$ cat src/rtl/servo_pkg.sv
// Shared types and constants for the servo motion controller.
// Timing defaults assume a 50 MHz clock and a 20 ms frame.
package servo_pkg;

  localparam int ANGLE_MAX      = 180;
  localparam int DEF_DUR_CLOCKS = 1000000;
  localparam int DEF_PULSE_MIN  = 25000;
  localparam int DEF_PULSE_MAX  = 125000;
  localparam int DEF_INIT_ANGLE = 90;

  typedef enum logic [1:0] {
    IDLE = 2'd0,
    MOVE = 2'd1,
    CALC = 2'd2
  } servo_state_e;

  function automatic logic [31:0] calc_k(
    input int pmin,
    input int pmax
  );
    return 32'((pmax - pmin) / ANGLE_MAX);
  endfunction

endpackage

$ cat src/rtl/servo_motion_ctrl_if.sv
// Target-angle valid/ready channel into the motion controller.
// The requester drives valid/angle; the controller drives ready.
interface servo_motion_ctrl_if;

  logic       tgt_valid;
  logic       tgt_ready;
  logic [7:0] tgt_angle;

  modport master (
    output tgt_valid,
    output tgt_angle,
    input  tgt_ready
  );

  modport slave (
    input  tgt_valid,
    input  tgt_angle,
    output tgt_ready
  );

endinterface

$ cat src/rtl/servo_pulse_mult.sv
// 8x32 sequential shift-add multiplier, one bit per clock.
// done pulses for one cycle, 8 iterations after start.
module servo_pulse_mult (
  input  logic        clk,
  input  logic        rst_n,
  input  logic        start,
  input  logic [7:0]  angle,
  input  logic [31:0] k,
  output logic        done,
  output logic [31:0] product
);

  logic [7:0]  a;
  logic [31:0] b;
  logic [2:0]  cnt;
  logic        run;

  always_ff @(posedge clk or negedge rst_n) begin
    if (!rst_n) begin
      a       <= '0;
      b       <= '0;
      cnt     <= '0;
      run     <= 1'b0;
      done    <= 1'b0;
      product <= '0;
    end else begin
      done <= 1'b0;
      if (start) begin
        a       <= angle;
        b       <= k;
        cnt     <= '0;
        run     <= 1'b1;
        product <= '0;
      end else if (run) begin
        if (a[0]) product <= product + b;
        a   <= a >> 1;
        b   <= b << 1;
        cnt <= cnt + 3'd1;
        if (cnt == 3'd7) begin
          run  <= 1'b0;
          done <= 1'b1;
        end
      end
    end
  end

endmodule

$ cat src/rtl/servo_motion_ctrl.sv
// Servo motion controller: frame timebase, angle ramp and
// pulse-width update applied only on frame boundaries.
module servo_motion_ctrl
  import servo_pkg::*;
#(
  parameter int DUR_CLOCKS  = DEF_DUR_CLOCKS,
  parameter int PULSE_MIN   = DEF_PULSE_MIN,
  parameter int PULSE_MAX   = DEF_PULSE_MAX,
  parameter int INIT_ANGLE  = DEF_INIT_ANGLE,
  parameter int STEP_DEG    = 1,
  parameter int STEP_FRAMES = 1
) (
  input  logic                clk,
  input  logic                reset_n,
  servo_motion_ctrl_if.slave  tgt,
  output logic [31:0]         high_dur,
  output logic [31:0]         total_dur,
  output logic                frame_tick,
  output logic [7:0]          cur_angle,
  output logic                busy
);

  localparam logic [1:0] S_IDLE = IDLE;
  localparam logic [1:0] S_MOVE = MOVE;
  localparam logic [1:0] S_CALC = CALC;

  localparam logic [31:0] K        = calc_k(PULSE_MIN, PULSE_MAX);
  localparam logic [31:0] PMIN     = 32'(PULSE_MIN);
  localparam logic [31:0] INIT_DUR =
    32'(PULSE_MIN + INIT_ANGLE * int'(K));
  localparam logic [7:0]  INIT_A   = 8'(INIT_ANGLE);
  localparam logic [7:0]  AMAX     = 8'(ANGLE_MAX);
  localparam logic [7:0]  STEP_U   = 8'(STEP_DEG);
  localparam logic signed [8:0] STEP_S = 9'(STEP_DEG);
  localparam logic [31:0] FR_LAST  = 32'(STEP_FRAMES - 1);
  localparam logic [31:0] CNT_LAST = 32'(DUR_CLOCKS - 1);

  logic [1:0]  state;
  logic [31:0] cnt;
  logic [31:0] div;
  logic [31:0] pending;
  logic [31:0] product;
  logic        pending_vld;
  logic        done;
  logic [7:0]  target;
  logic [7:0]  clamped;
  logic [7:0]  next_angle;
  logic signed [8:0] diff;
  logic        accept;
  logic        step_due;
  logic        step;
  logic        apply;

  assign total_dur     = 32'(DUR_CLOCKS);
  assign frame_tick    = (cnt == CNT_LAST);
  assign tgt.tgt_ready = (state != S_CALC);
  assign accept        = tgt.tgt_valid && tgt.tgt_ready;
  assign clamped       = (tgt.tgt_angle > AMAX) ? AMAX
                                                : tgt.tgt_angle;
  assign busy          = (state != S_IDLE) || pending_vld;
  assign apply         = frame_tick && pending_vld;

  // signed 9-bit distance keeps the ramp from wrapping at 0/180
  assign diff = $signed({1'b0, target})
              - $signed({1'b0, cur_angle});

  assign step_due = (state == S_MOVE) && frame_tick
                 && (div == FR_LAST);
  assign step     = step_due && (diff != '0);

  always_comb begin
    next_angle = target;
    if (diff > STEP_S)
      next_angle = cur_angle + STEP_U;
    else if (diff < -STEP_S)
      next_angle = cur_angle - STEP_U;
  end

  servo_pulse_mult u_mult (
    .clk     (clk),
    .rst_n   (reset_n),
    .start   (step),
    .angle   (next_angle),
    .k       (K),
    .done    (done),
    .product (product)
  );

  always_ff @(posedge clk or negedge reset_n) begin
    if (!reset_n) begin
      cnt         <= '0;
      state       <= S_IDLE;
      div         <= '0;
      cur_angle   <= INIT_A;
      target      <= INIT_A;
      pending     <= '0;
      pending_vld <= 1'b0;
      high_dur    <= INIT_DUR;
    end else begin
      cnt <= frame_tick ? '0 : cnt + 32'd1;
      if (accept) target <= clamped;
      if (apply) begin
        high_dur    <= pending;
        pending_vld <= 1'b0;
      end
      unique case (1'b1)
        state == S_IDLE: begin
          if (accept && clamped != cur_angle) begin
            state <= S_MOVE;
            div   <= '0;
          end
        end
        state == S_MOVE: begin
          if (step_due) begin
            div <= '0;
            if (step) begin
              cur_angle <= next_angle;
              state     <= S_CALC;
            end else begin
              state <= S_IDLE;
            end
          end else if (frame_tick) begin
            div <= div + 32'd1;
          end
        end
        state == S_CALC: begin
          // a new result outranks the clear from a same-cycle apply
          if (done) begin
            pending     <= PMIN + product;
            pending_vld <= 1'b1;
            state <= (cur_angle != target) ? S_MOVE : S_IDLE;
          end
        end
        default: state <= S_IDLE;
      endcase
    end
  end

endmodule

$ cat src/flat_wrapper.sv
// flat-port wrapper written by rule: the top's interface ports become plain ports
module servo_motion_ctrl_flat import servo_pkg::*;
#(
  parameter int DUR_CLOCKS  = DEF_DUR_CLOCKS,
  parameter int PULSE_MIN   = DEF_PULSE_MIN,
  parameter int PULSE_MAX   = DEF_PULSE_MAX,
  parameter int INIT_ANGLE  = DEF_INIT_ANGLE,
  parameter int STEP_DEG    = 1,
  parameter int STEP_FRAMES = 1
)
  (clk, reset_n, high_dur, total_dur, frame_tick, cur_angle, busy, tgt_tgt_valid, tgt_tgt_angle, tgt_tgt_ready);
  servo_motion_ctrl_if tgt_i ();
  input  logic clk;
  input  logic reset_n;
  output logic [31:0] high_dur;
  output logic [31:0] total_dur;
  output logic frame_tick;
  output logic [7:0] cur_angle;
  output logic busy;
  input wire logic [$bits(tgt_i.tgt_valid)-1:0] tgt_tgt_valid;
  input wire logic [$bits(tgt_i.tgt_angle)-1:0] tgt_tgt_angle;
  output wire logic [$bits(tgt_i.tgt_ready)-1:0] tgt_tgt_ready;
  assign tgt_i.tgt_valid = tgt_tgt_valid;
  assign tgt_i.tgt_angle = tgt_tgt_angle;
  assign tgt_tgt_ready = tgt_i.tgt_ready;
  servo_motion_ctrl #(.DUR_CLOCKS(DUR_CLOCKS), .PULSE_MIN(PULSE_MIN), .PULSE_MAX(PULSE_MAX), .INIT_ANGLE(INIT_ANGLE), .STEP_DEG(STEP_DEG), .STEP_FRAMES(STEP_FRAMES)) u_core (.clk(clk), .reset_n(reset_n), .tgt(tgt_i), .high_dur(high_dur), .total_dur(total_dur), .frame_tick(frame_tick), .cur_angle(cur_angle), .busy(busy));
endmodule
$ cat config.mk
export PLATFORM = sky130hd
export DESIGN_NAME = servo_motion_ctrl_flat
export DESIGN_NICKNAME = d
export VERILOG_FILES = /design/src/rtl/servo_pkg.sv /design/src/rtl/servo_motion_ctrl_if.sv /design/src/rtl/servo_pulse_mult.sv /design/src/rtl/servo_motion_ctrl.sv /design/src/flat_wrapper.sv
export SDC_FILE = /design/constraint.sdc
export NUM_CORES = 1
export LEC_CHECK = 0
export BUFFER_PORTS_ARGS = -buffer_cell sky130_fd_sc_hd__buf_2
export CAP_MARGIN = 20
export CORE_MARGIN = 2
export CORE_UTILIZATION = 50
export CTS_CLUSTER_DIAMETER = 30
export DETAILED_ROUTE_END_ITERATION = 6
export PLACE_DENSITY = 0.74
export SLEW_MARGIN = 20
export SYNTH_ARGS = -nofsm -noshare
export SYNTH_HDL_FRONTEND = slang
export SYNTH_HIERARCHICAL = 1
export SYNTH_SLANG_ARGS = --single-unit
$ cat constraint.sdc
create_clock -name clk -period 3.31 [get_ports clk]
set_clock_uncertainty 0.2 [all_clocks]
set_input_delay 0.4965 -clock clk [delete_from_list [all_inputs] [get_ports clk]]
set_output_delay 0.4965 -clock clk [all_outputs]
set_load 0.01 [all_outputs]
==> metrics <==
status finished clean; area fraction in and, or, nand and nor cells after synthesis 18.8%; Reg2Reg Depth 12; top-area cell type share of the netlist area 39.3%; register area share after synthesis 42.3%; crit path from u_core/cur_angle[1]; Total GRT Usage 22.3%; Residual DRC 0; Synth Cell Area 13,300 sq um; Ports 86; Critical Path Max Stage Delay 550 ps; vias in the first global route 10,674; asr flop ratio synth 100%; DR pass1 iterations 5; row cnt 59; Area contributors post-synth dfrtp_1 (39%), nand2_1 (4.8%), ha_1 (4.5%); Core ar. 26,100 sq um; Hold Slack 32.1 ps; Crit path max-delay family compound AO/OA/AOI/OAI gates; most frequent cells in the layout dfrtp_1 (208), nand2_1 (167), o21ai_0 (117); CTS H-Tree Depth 2; main combinational cell family by area after synthesis simple AND/OR/NAND/NOR gates; warnings from Yosys 6; Layout Utilization 62.1%; post-synthesis cell type count 96; met2 wire len 14.7 mm; CTS tree built; worst hold stages 3; hold crit path type in -> reg; total wire length 31.5 mm; Synth Area in XOR/XNOR 5.40%; First DRT Iteration DRCs 755; Crit Path Category reg -> reg; worst r2r src u_core/cur_angle[1]; Worst-path clk slew 40 ps; Final WS setup 57.1 ps; critical-path cell list inv_4, ha_4, nor2b_2, o2111ai_2, nand3_2, a2111o_1, buf_4, o31ai_4, buf_6, o21ai_0, o21ai_1, mux2_2; slew margin rel. 46.4%; WP buf/inv 3; Die Wd 167 um; Worst IR Drop VDD 0.417 mV; CP Depth 12; via count 11,002; post-route minimum period 3250 ps; slowest CP cell dfstp_2; ANT cells 0; Post-Place Setup Slack -78.9 ps; CTS sink count 224; hpwl dp 21.2 mm; CP Launch Type flop; static leakage 0.00723 uW; pin count of the biggest net entering global routing 90; Critical Path Sink Type flop; Slew @ Worst Pin 803 ps; uppermost routed layer met4; length of routed met3 wiring 1.54 mm; CP max FO 7; Adder-Cell Fraction of Synth Area 4.82%; Final Hold Vio Count 0; CTS buffer count 50; routed length per placed instance 16.3 um; Final ANT Viol Nets 0; fmax 0.307 GHz; first-pass GRT wire length 52.4 mm; Die ar. 27,900 sq um; CP arrival 3530 ps; Max Cap Violations 0; fraction of layout cells with a size suffix above 1 18.8%; worst-skew pair later-pin latency 540 ps; Placed Instances 1,828; Initial Utilization 51.0%; Power Density 515 nW/um^2; compound-gate portion of the synthesized area 17.3%; Post-Syn Instances 1,422; wl on met1 14.5 mm; dominant cell type by area after synthesis dfrtp_1; PortBufs 53; synthesized flop and latch total 224; Final Wtd Congestion 0.932; Post-synth EDFFs 0; Synth Flop Type dfrtp_1; nets 1,614; vias per cell 5.70; min-delay src tgt_tgt_angle[1]; Die Ht 167 um; Req. time, crit path 3590 ps; initial antenna violation count 0; area grow syn2layout 21.7%; grt ovf 0; final worst-path cycle share 98.3%; final setup vio count 0; commonest non-fill, non-tap cell in the layout dfrtp_1; Synth Area per Inst 9.35 sq um; fin. max-slew vios 0; Longest Clk Path Bufs 3; non-filler cells, final 1,930; Root Driver clkbuf_16; multiplexer area fraction after synthesis 6.52%
## cell families (layout without fill, tap and decap cells)
group	Yosys count	count (layout)
AOI/OAI and AO/OA	357	357
muxes	82	82
adders and majority gates	50	50
other	2	64
xor gates and xnor gates	82	82
buffers and inverters	126	237
DFF	224	224
and+or+nand+nor	499	499
## registers in the layout, indices dropped and copies added, names as in the netlist, 2 cells and up
register / cells
u_core/u_mult/a: 8
u_core/div: 32
u_core/cnt: 32
u_core/u_mult/cnt: 3
u_core/high_dur: 32
u_core/pending: 32
u_core/target: 8
u_core/u_mult/b: 32
u_core/state: 2
u_core/u_mult/product: 32
u_core/cur_angle: 8
## tightest hold or removal path, delay by kind of cell
kind	cells	cell delay (ps)
compound gates	1	70
buf+inv	1	140
simple gates	1	60
## layout make-up
class	count	area (sq um)
Clock buffer	66	1430
Clock inverter	28	368
Fill cell	2151	9870
Inverter	34	130
Multi-Input combinational cell	1134	7420
Sequential cell	224	5630
Tap cell	335	419
Timing Repair Buffer	109	790
## repair_timing
item / CTS / global route
resized for setup: 5 / 19
hold buffers: 1 / 0
setup endpoints to repair: 14 / 60
hold endpoints to repair: 73 / 0
cloned: 0 / 1
pin swaps: 3 / 7
setup buffers: 0 / 6
## metal layers
layer,global-route usage [%],up-vias
li1,-,5338
met1,30.5,5298
met2,36.1,307
met3,3.92,59
met4,7.38,0
met5,0,-
## worst paths after layout
path,endpoint,slack (ps)
setup / recovery,u_core/cur_angle[1],60
hold / removal,u_core/target[1],30
setup reg to reg,u_core/cur_angle[1],60
hold reg to reg,u_core/pending[11],270
max in group asynchronous,u_core/cur_angle[6],1730
min in group asynchronous,u_core/cnt[4],350
## stage by stage
step | total power, uW | cell area (sq um) | TNS [ps]
2_1_floorplan | 3060 | 13600 | 0
3_3_place_gp | 3170 | 14200 | 0
3_5_place_dp | 3170 | 14200 | -393
4_1_cts | 8380 | 16000 | 0
5_1_grt | 8620 | 16200 | -294
6_report | 8340 | 16200 | 0
## synth_stat cells, drive strengths merged, types with 5 or more instances
cell / n
dfrtp: 209
nand2: 171
o21ai: 141
nor2: 94
a21oi: 66
ha: 48
buf: 47
nand3: 47
clkbuf: 45
mux2i: 45
xnor2: 41
xor2: 41
mux2: 37
nand4: 35
inv: 33
a21o: 27
and3: 23
nor3: 23
o31ai: 20
nor4: 16
dfstp: 15
a211oi: 14
nor2b: 14
and2: 13
or3: 12
nand2b: 11
a31oi: 9
or4: 9
a221oi: 8
o211ai: 7
a211o: 6
and4: 6
nand3b: 6
o21bai: 6
o22ai: 6
o21a: 5
or2: 5
## power breakdown
part | total, uW | internal, uW | switching, uW
Combinational | 404 | 140 | 264
Clock | 5170 | 3590 | 1580
Sequential | 2770 | 2760 | 11.0
Total | 8340 | 6490 | 1860
(Power assumes the default switching activity.)
